<file path="config.mk">
export PLATFORM = sky130hd
export DESIGN_NAME = lcd_host
export DESIGN_NICKNAME = d
export VERILOG_FILES = /design/src/rtl/lcd_pkg.sv /design/src/rtl/lcd_cmd_fifo.sv /design/src/rtl/lcd_host.sv
export SDC_FILE = /design/constraint.sdc
export NUM_CORES = 1
export LEC_CHECK = 0
export CAP_MARGIN = 20
export CORE_MARGIN = 2
export CORE_UTILIZATION = 56
export DETAILED_ROUTE_END_ITERATION = 10
export HOLD_SLACK_MARGIN = 0.12
export PLACE_DENSITY = 0.76
export RECOVER_POWER = 50
export SETUP_SLACK_MARGIN = 0.15
export SLEW_MARGIN = 20
export SYNTH_ARGS = -nofsm -noshare
export SYNTH_HDL_FRONTEND = slang
export SYNTH_HIERARCHICAL = 1
export SYNTH_SLANG_ARGS = --single-unit
</file>
<file path="constraint.sdc">
create_clock -name clk -period 2.67 [get_ports clk]
set_input_delay 0.267 -clock clk [delete_from_list [all_inputs] [get_ports clk]]
set_output_delay 0.267 -clock clk [all_outputs]
set_load 0.05 [all_outputs]
</file>
<file path="src/rtl/lcd_pkg.sv">
// Purpose     : command codes, FSM state encoding and helpers shared by lcd_host.
// Latency     : none; types and constants only.
// Backpressure: none.
// Ports       : none (package).
package lcd_pkg;

  // LCD controller command codes; 12-15 are reserved and never reach the controller.
  typedef enum logic [3:0] {
    WRITE       = 4'd0,
    SHIFT_UP    = 4'd1,
    SHIFT_DOWN  = 4'd2,
    SHIFT_LEFT  = 4'd3,
    SHIFT_RIGHT = 4'd4,
    MAX         = 4'd5,
    MIN         = 4'd6,
    AVERAGE     = 4'd7,
    ROTATE_CCW  = 4'd8,
    ROTATE_CW   = 4'd9,
    MIRROR_X    = 4'd10,
    MIRROR_Y    = 4'd11
  } cmd_e;

  localparam logic [3:0] CMD_MAX  = 4'd11;
  localparam logic [6:0] CAP_FULL = 7'd64;  // pixels expected back after a Write

  typedef enum logic [2:0] {
    IDLE,
    WAIT_RDY,
    ISSUE,
    GUARD,
    WAIT_DONE,
    FINISH
  } state_e;

  function automatic logic is_legal(input logic [3:0] code);
    return code <= CMD_MAX;
  endfunction

endpackage

</file>
<file path="src/rtl/lcd_cmd_fifo.sv">
// Purpose     : generic synchronous FIFO with fall-through head (rd_data = current head).
// Latency     : a write is visible at rd_data the cycle after it is accepted.
// Backpressure: writes dropped while full unless a read fires in the same cycle.
// Ports       : clk/reset; wr_en/wr_data push; rd_en pop with rd_data head; full/empty status.
module lcd_cmd_fifo #(
  parameter int WIDTH = 4,
  parameter int DEPTH = 8  // power of two, >= 2
) (
  input  logic             clk,
  input  logic             reset,
  input  logic             wr_en,
  input  logic [WIDTH-1:0] wr_data,
  input  logic             rd_en,
  output logic [WIDTH-1:0] rd_data,
  output logic             full,
  output logic             empty
);

  localparam int AW = $clog2(DEPTH);
  localparam logic [AW:0]   FULL_CNT = DEPTH[AW:0];
  localparam logic [AW-1:0] PTR_ONE  = {{(AW-1){1'b0}}, 1'b1};
  localparam logic [AW:0]   CNT_ONE  = {{AW{1'b0}}, 1'b1};

  logic [WIDTH-1:0] mem [DEPTH];
  logic [AW-1:0]    wr_ptr;
  logic [AW-1:0]    rd_ptr;
  logic [AW:0]      count;
  logic             wr_fire;
  logic             rd_fire;

  assign full    = (count == FULL_CNT);
  assign empty   = (count == '0);
  assign rd_data = mem[rd_ptr];
  assign rd_fire = rd_en && !empty;
  // A pop frees the slot this cycle, so a concurrent push is safe even when full.
  assign wr_fire = wr_en && (!full || rd_fire);

  always_ff @(posedge clk) begin
    if (reset) begin
      wr_ptr <= '0;
      rd_ptr <= '0;
      count  <= '0;
    end else begin
      if (wr_fire) wr_ptr <= wr_ptr + PTR_ONE;
      if (rd_fire) rd_ptr <= rd_ptr + PTR_ONE;
      case ({wr_fire, rd_fire})
        2'b10:   count <= count + CNT_ONE;
        2'b01:   count <= count - CNT_ONE;
        default: count <= count;
      endcase
    end
  end

  // Storage is deliberately not reset; only the pointers define validity.
  always_ff @(posedge clk) begin
    if (wr_fire) mem[wr_ptr] <= wr_data;
  end

endmodule

</file>
<file path="src/rtl/lcd_host.sv">
// Purpose     : LCD host: image ROM/result RAM responders plus a command FIFO sequencer.
// Latency     : IROM_Q/rd_data combinational; a queued command issues 1 cycle after busy=0 seen.
// Backpressure: cmd_in_ready low while the FIFO is full; issue stalls on busy or empty FIFO.
// Ports       : img_wr_* ROM load; cmd_in/_valid/_ready push; start; rd_addr/rd_data readback;
//               seq_done/err_illegal/err_short sticky flags; cmd/cmd_valid/busy/done to controller;
//               IROM_* image-ROM responder; IRAM_* result-RAM responder.
module lcd_host
  import lcd_pkg::*;
#(
  parameter int FIFO_DEPTH = 8
) (
  input  logic       clk,
  input  logic       reset,
  input  logic       img_wr_en,
  input  logic [5:0] img_wr_addr,
  input  logic [7:0] img_wr_data,
  input  logic [3:0] cmd_in,
  input  logic       cmd_in_valid,
  output logic       cmd_in_ready,
  input  logic       start,
  input  logic [5:0] rd_addr,
  output logic [7:0] rd_data,
  output logic       seq_done,
  output logic       err_illegal,
  output logic       err_short,
  output logic [3:0] cmd,
  output logic       cmd_valid,
  input  logic       busy,
  input  logic       done,
  input  logic       IROM_rd,
  input  logic [5:0] IROM_A,
  output logic [7:0] IROM_Q,
  input  logic       IRAM_valid,
  input  logic [5:0] IRAM_A,
  input  logic [7:0] IRAM_D
);

  logic [7:0] rom [64];
  logic [7:0] res [64];
  logic [6:0] cap_cnt;
  logic [3:0] issued;
  logic [3:0] fifo_head;
  logic       fifo_full;
  logic       fifo_empty;
  logic       push;
  logic       push_legal;
  logic       pop;
  logic       wd_enter;
  logic       done_hit;
  state_e     state;
  state_e     state_next;

  // Image ROM and result buffer: serviced in every state, contents survive reset.
  always_ff @(posedge clk) begin
    if (img_wr_en) rom[img_wr_addr] <= img_wr_data;
  end

  always_ff @(posedge clk) begin
    if (IRAM_valid) res[IRAM_A] <= IRAM_D;
  end

  assign IROM_Q  = IROM_rd ? rom[IROM_A] : 8'h00;
  assign rd_data = res[rd_addr];

  // Reserved codes complete the handshake but are discarded and flagged.
  assign cmd_in_ready = !fifo_full;
  assign push         = cmd_in_valid && cmd_in_ready;
  assign push_legal   = push && is_legal(cmd_in);

  lcd_cmd_fifo #(
    .WIDTH (4),
    .DEPTH (FIFO_DEPTH)
  ) u_cmd_fifo (
    .clk     (clk),
    .reset   (reset),
    .wr_en   (push_legal),
    .wr_data (cmd_in),
    .rd_en   (pop),
    .rd_data (fifo_head),
    .full    (fifo_full),
    .empty   (fifo_empty)
  );

  always_ff @(posedge clk) begin
    if (reset) state <= IDLE;
    else       state <= state_next;
  end

  always_comb begin
    state_next = state;
    pop        = 1'b0;
    cmd_valid  = 1'b0;
    cmd        = 4'h0;
    case (state)
      IDLE:      if (start) state_next = WAIT_RDY;
      WAIT_RDY:  if (!busy && !fifo_empty) state_next = ISSUE;
      ISSUE: begin
        pop        = 1'b1;
        // Masked during reset so an aborted sequence never leaks a last pulse.
        cmd_valid  = !reset;
        cmd        = reset ? 4'h0 : fifo_head;
        state_next = GUARD;
      end
      GUARD:     state_next = (issued == WRITE) ? WAIT_DONE : WAIT_RDY;
      WAIT_DONE: if (done) state_next = FINISH;
      FINISH:    state_next = FINISH;
      default:   state_next = IDLE;
    endcase
  end

  assign wd_enter = (state == GUARD) && (state_next == WAIT_DONE);
  assign done_hit = (state == WAIT_DONE) && done;

  always_ff @(posedge clk) begin
    if (reset) begin
      issued      <= 4'h0;
      cap_cnt     <= 7'd0;
      seq_done    <= 1'b0;
      err_illegal <= 1'b0;
      err_short   <= 1'b0;
    end else begin
      if (state == ISSUE) issued <= fifo_head;
      // Clearing on WAIT_DONE entry wins over a capture landing on the same edge.
      if (wd_enter)        cap_cnt <= 7'd0;
      else if (IRAM_valid) cap_cnt <= cap_cnt + 7'd1;
      if (push && !is_legal(cmd_in))       err_illegal <= 1'b1;
      if (done_hit)                        seq_done    <= 1'b1;
      if (done_hit && cap_cnt != CAP_FULL) err_short   <= 1'b1;
    end
  end

endmodule

</file>
==> results of run 1 <==
state kept, by name, summed over array words and instances, names as in the netlist, named ones only:
name	flops
err_illegal	1
issued	4
state	3
err_short	1
u_cmd_fifo/mem	32
u_cmd_fifo/wr_ptr	3
u_cmd_fifo/count	4
res	512
seq_done	1
u_cmd_fifo/rd_ptr	3
cap_cnt	7
rom	512
power groups by stage:
stage	Sequential (mW)	Combinational [mW]	Clock (mW)
global route	18.9	2.33	15.7
detailed placement	19.2	2.13	0
floorplan	19.2	1.15	0
finish	18.9	2.22	14.9
global placement	19.2	2.07	0
CTS	18.9	2.23	15.1
logic make-up (layout without fill, tap and decap cells):
| family | Yosys count | in the layout | share of synthesized area, % |
|---|---|---|---|
| AO/OA/AOI/OAI | 119 | 119 | 1.89 |
| XOR/XNOR | 13 | 13 | 0.267 |
| adder cells (fa/ha/maj) | 7 | 7 | 0.206 |
| buffers and inverters | 117 | 578 | 1.51 |
| flip-flops | 1086 | 1086 | 75.8 |
| multiplexers | 341 | 341 | 16.3 |
| AND/OR/NAND/NOR | 372 | 372 | 4.02 |
area by class of cell:
class / instances / area (um2)
timing repair buffer: 375 / 3210
inverter: 8 / 30.0
multi-input combinational: 852 / 9900
clock inverter: 76 / 805
fill: 4646 / 25400
tap: 978 / 1220
sequential: 1086 / 32300
clock buffer: 119 / 2700
layer usage:
layer	vias to the layer above	global-route usage, %	wire length, um
li1	9218	-	-
met1	11600	35.5	37600
met2	1213	41.2	49000
met3	243	4.31	8330
met4	2	8.84	3510
met5	-	0	12
worst min-delay path by stage:
stage | end | slack [ns] | from | cells past startpoint
2_1_floorplan | res[0][0] | 0.37 | IRAM_D[0] | 0
3_3_place_gp | seq_done | 0.45 | seq_done | 2
3_5_place_dp | err_short | 0.47 | err_short | 2
4_1_cts | rom[22][1] | 0.12 | img_wr_data[1] | 1
5_1_grt | state[1] | 0.33 | busy | 3
6_report | err_illegal | 0.30 | cmd_in_valid | 3
synthesized netlist by cell type (all sizes together), types with 7 or more instances:
cell type / count
a21oi: 23
a22oi: 7
a31oi: 7
buf: 70
clkbuf: 39
dfxtp: 30
edfxtp: 1056
ha: 7
mux2: 11
mux2i: 52
mux4: 278
nand2: 78
nand2b: 19
nand3: 25
nand3b: 8
nor2: 173
nor2b: 16
nor3: 11
o211ai: 14
o21ai: 20
o22ai: 17
xor2: 9
worst min-delay path, cell delays in order:
cell and delay, ns:
clkdlybuf4s50_1 0.42, a41oi_1 0.18, nor2_1 0.05
timing repair:
action / CTS / global route
pin swaps: 10 / 16
setup endpoints to repair: 23 / 22
setup buffers: 3 / 3
hold buffers: 6 / 0
gates resized for setup: 63 / 20
hold endpoints to repair: 129 / 0
==> metrics.txt, run 1 <==
DRT Wirelength=98500 um; slew of the pin with the lowest slew margin=2.77 ns; FF-to-FF path depth=12; Post-Layout Cell Count=3494; post-place setup slack=-0.130 ns; CP max FO=1; Tot Pwr=36.0 mW; Slew Limit Headroom=-84.4%; initial core utilization=56.4%; final setup violation count=16; die footprint=78300 um2; Residual DRC=0; count of port buffers added during placement=77; internal power=28.2 mW; post-synth top area share=74.4%; total CTS buffers=105; Tmin final=3.09 ns; synthesized area=42600 um2; PwrDens=717 nW/um2; global-route usage over all layers=25.4%; Gate power share=6.2%; Reg clk slew, reported paths=0.06 ns; peak supply drop=0.724 mV; Top FF cell, synth=edfxtp_1; number of synthesized flops with an enable pin=1056; slowest CP cell=mux4_2; failing checks=capacitance limit, slew limit, setup timing; placed insts=3287; global route total overflow=0; fmax=0.324 GHz; largest net degree at the start of global routing=65; CTS tree=yes; synth top area cells=edfxtp_1, mux4_2, nor2_1; end-of-flow core utilization=66.4%; HP Class=primary input to flip-flop; Crit path max-delay family=multiplexers; number of max-cap violations=9; IO Count=78; Netlist cell types=64; vias=22300; CP startpoint=rom[23][4]; share of layout cells above drive strength 1=32.2%; Worst setup EP type=primary output; end of the critical path=IROM_Q[4]; Die X=280 um; mean routed wirelength per cell=28.2 um; first-pass GRT wire length=147000 um; Design Area, Final=50200 um2; Clock power frac=41.3%; most common cell after layout, fill and taps aside=edfxtp_1; leading area contributor after synthesis=edfxtp_1; Net Sw Power=7.82 mW; global placer's final weighted congestion=0.892; critical-path cell list=mux4_2 -> mux4_2 -> o211ai_1 -> o21ai_1 -> buf_6; Slew Viols, Final=340; Antenna Cells=0; initial antenna violation count=2; CTS Buffer Depth=3; required time of the critical path=2.40 ns; H-tree Lvls=3; setup ws final=-0.417 ns; Syn Nets=2115; RSZ-0062 raised after global routing=yes; clk sinks=1086; num rows=101; Min Hold Slack=0.298 ns; sequential share of power=52.5%; synth warn=6; Final Hold Viols=0; drt first-iter violations=2671; CP Launch Type=flip-flop; leakage power=16.4 nW; vias per cell=6.38; Critical R2R Launch=u_cmd_fifo/count[0]; most frequent CP cell=mux4_2; Setup TNS Final=-3.38 ns; register area share after synthesis=75.8%; Skew-Pair Late Insertion Delay=0.67 ns; asr flop ratio synth=0%; Mapped Cells=2055; worst reg-to-reg setup slack=0.16 ns; nets=2488; die height=280 um; reg2reg end=u_cmd_fifo/count[2]; cell depth of the worst setup path=5; outcome=finished, violations left; switching share of power=21.7%; Antenna Violating Nets Remaining=0; post-DP HPWL=60600 um; Fin Clk Skew=0.0366 ns; average size of a mapped cell=20.7 um2; vias in the first global route=22900; P&R area growth vs syn=17.8%; Placed Area=46500 um2; WP buf/inv=1; Yosys reg bits=1086; commonest non-fill, non-tap cells in the layout=edfxtp_1, mux4_2, buf_4, nor2_1, clkbuf_16; clk root buf=clkbuf_16; start-to-end type of the worst setup path=flip-flop to primary output; Core Area=75600 um2; Critical Path AT=2.82 ns; DRT Pass-1 Iters=8; crit-path max cell delay=0.56 ns; period utilization=116%
No activity file was read; power rests on OpenSTA's default activity.
==> inputs of run 2 (changes only) <==
- CORE_MARGIN: 2 -> default
==> metrics.txt, run 2 (same netlist as run 1, synthesis figures left out) <==
vias per cell=6.33 (-0.78%); PwrDens=718 nW/um2 (+0.13%); Critical Path AT=2.80 ns (-0.02 ns); peak supply drop=0.583 mV (-19%); H-tree Lvls=3 (unchanged); fmax=0.326 GHz (+0.59%); Tmin final=3.07 ns (-0.0181 ns); share of layout cells above drive strength 1=32.3% (+0.046 points); count of port buffers added during placement=77 (unchanged); vias=22200 (-0.61%); critical-path cell list=mux4_2 -> mux4_2 -> nor4b_4 -> a221o_1 -> buf_12; die footprint=77200 um2 (-1.4%); Crit path max-delay family=multiplexers; Top Registers=res: 512 flops, rom: 512 flops, u_cmd_fifo/mem: 32 flops; CP startpoint=rom[23][6]; Worst setup EP type=primary output; crit-path max cell delay=0.55 ns (about the same); most common cell after layout, fill and taps aside=edfxtp_1; Antenna Cells=0 (unchanged); Fin Clk Skew=0.0321 ns (-0.00445 ns); global placer's final weighted congestion=0.894 (+0.21%); Skew-Pair Late Insertion Delay=0.66 ns (about the same); FF-to-FF path depth=10 (-2); initial antenna violation count=0 (-2); CP max FO=1 (unchanged); leakage power=16.5 nW (+0.71%); P&R area growth vs syn=18.4%; final setup violation count=16 (unchanged); RSZ-0062 raised after global routing=yes; worst reg-to-reg setup slack=0.03 ns (-0.13 ns); mean routed wirelength per cell=27.4 um (-2.6%); initial core utilization=56.9% (+0.56 points); vias in the first global route=23000 (+0.31%); first-pass GRT wire length=145000 um (-1.1%); outcome=finished, violations left; die height=278 um (-0.71%); Slew Limit Headroom=-83.7% (+0.70 points); largest net degree at the start of global routing=65 (unchanged); global-route usage over all layers=25.3% (-0.068 points); Slew Viols, Final=161 (-53%); drt first-iter violations=2771 (+3.7%); cell depth of the worst setup path=5 (unchanged); global route total overflow=0 (unchanged); num rows=100 (-0.99%); start-to-end type of the worst setup path=flip-flop to primary output; Antenna Violating Nets Remaining=0 (unchanged); Critical R2R Launch=u_cmd_fifo/count[2]; number of max-cap violations=5 (-4); HP Class=primary input to flip-flop; post-DP HPWL=60600 um (+0.10%); Core Area=74800 um2 (-0.99%); Final Hold Viols=0 (unchanged); CTS Buffer Depth=3 (unchanged); setup ws final=-0.399 ns (+0.0181 ns); DRT Wirelength=96100 um (-2.5%); end of the critical path=IROM_Q[6]; slowest CP cell=mux4_2; total CTS buffers=105 (unchanged); CTS tree=yes; Die X=278 um (-0.71%); IO Count=78 (unchanged); Min Hold Slack=0.327 ns (+0.0293 ns); WP buf/inv=1 (unchanged); nets=2504 (+0.64%); period utilization=115% (-0.68 points); end-of-flow core utilization=67.4% (+1.0 points); number of filler cells placed in the layout=4544 (-2.2%); slew of the pin with the lowest slew margin=2.76 ns (-0.0106 ns); most frequent CP cell=mux4_2; failing checks=capacitance limit, slew limit, setup timing; reg2reg end=u_cmd_fifo/count[2]; clk sinks=1086 (unchanged); required time of the critical path=2.40 ns (about the same); commonest non-fill, non-tap cells in the layout=edfxtp_1, mux4_2, buf_4, nor2_1, clkbuf_16; DRT Pass-1 Iters=6 (-2); Reg clk slew, reported paths=0.06 ns (about the same); Residual DRC=0 (unchanged); CP Launch Type=flip-flop; clk root buf=clkbuf_16
## run 2: cell types whose count changed in the layout (fill, tap and decap cells not counted), moves of 4 or more
cell and change:
clkinv_1 -9, bufinv_16 +4, clkinv_4 -7, clkbuf_1 +17
buf_4 +6, o21ai_1 -5, buf_12 +4
## run 2: per-stage QoR
step           cells  worst slack [ns]  instance area [um2]  power [mW]  TNS, ns
5_1_grt         3500            -0.439                50400        37.2    -4.24
4_1_cts         3496            -0.419                50500        36.4    -3.63
3_3_place_gp    3286           -0.0247                46500        21.3  -0.0247
3_5_place_dp    3286           -0.0509                46500        21.4   -0.133
2_1_floorplan   2055            -0.181                42600        20.4   -0.325
6_report        3500            -0.399                50400        36.2    -3.23
## run 2: routing by layer
metal	routed length, um	up-vias	global-route usage [%]
met5	0	-	0
met4	2790	0	7.49
met3	8620	205	4.94
met2	47800	1204	41.4
met1	36900	11500	35.1
li1	-	9256	-
## run 2: final cells by class
class                   count  area (um2)  share of cell area (%)
flip-flops and latches   1086       32300                    64.1
multi-input cells         852        9970                    19.8
repair buffers            391        3380                    6.70
clock buffers             133        2770                    5.50
well taps                 969        1210                    2.40
clock inverters            61         771                    1.53
inverters                   8        30.0                  0.0595
## run 2: worst min-delay path by stage
stage	from	end	slack, ns	cells after the start
5_1_grt	cmd_in_valid	err_illegal	0.34	3
3_5_place_dp	err_short	err_short	0.47	2
2_1_floorplan	IRAM_D[0]	res[0][0]	0.37	0
4_1_cts	IRAM_D[0]	res[34][0]	0.12	1
6_report	cmd_in_valid	err_illegal	0.33	3
3_3_place_gp	err_short	err_short	0.46	2
## run 2: power by group
part / total [mW] / internal (mW) / switching, mW / leakage (nW)
Clock: 15.1 / 8.84 / 6.24 / 1.73
Combinational: 2.25 / 0.935 / 1.32 / 5.02
Sequential: 18.9 / 18.8 / 0.0493 / 9.75
Total: 36.2 / 28.6 / 7.61 / 16.5
## run 2: timing repair
| item | in CTS | in global routing |
|---|---|---|
| hold buffers | 10 | 0 |
| pin swaps | 8 | 14 |
| buffers inserted | 6 | 4 |
| endpoints found under the setup margin | 23 | 22 |
| gates resized for setup | 65 | 26 |
| hold endpoints to repair | 196 | 0 |
## run 2: worst register-to-register path, stage by stage (launching register included)
cell	delay [ns]
dfxtp_2	0.33
or4b_1	0.62
buf_6	0.18
o21ai_4	0.23
ha_4	0.18
xor2_2	0.14
ha_2	0.21
a21oi_4	0.05
xor2_2	0.16
or3_1	0.34
a21oi_1	0.14
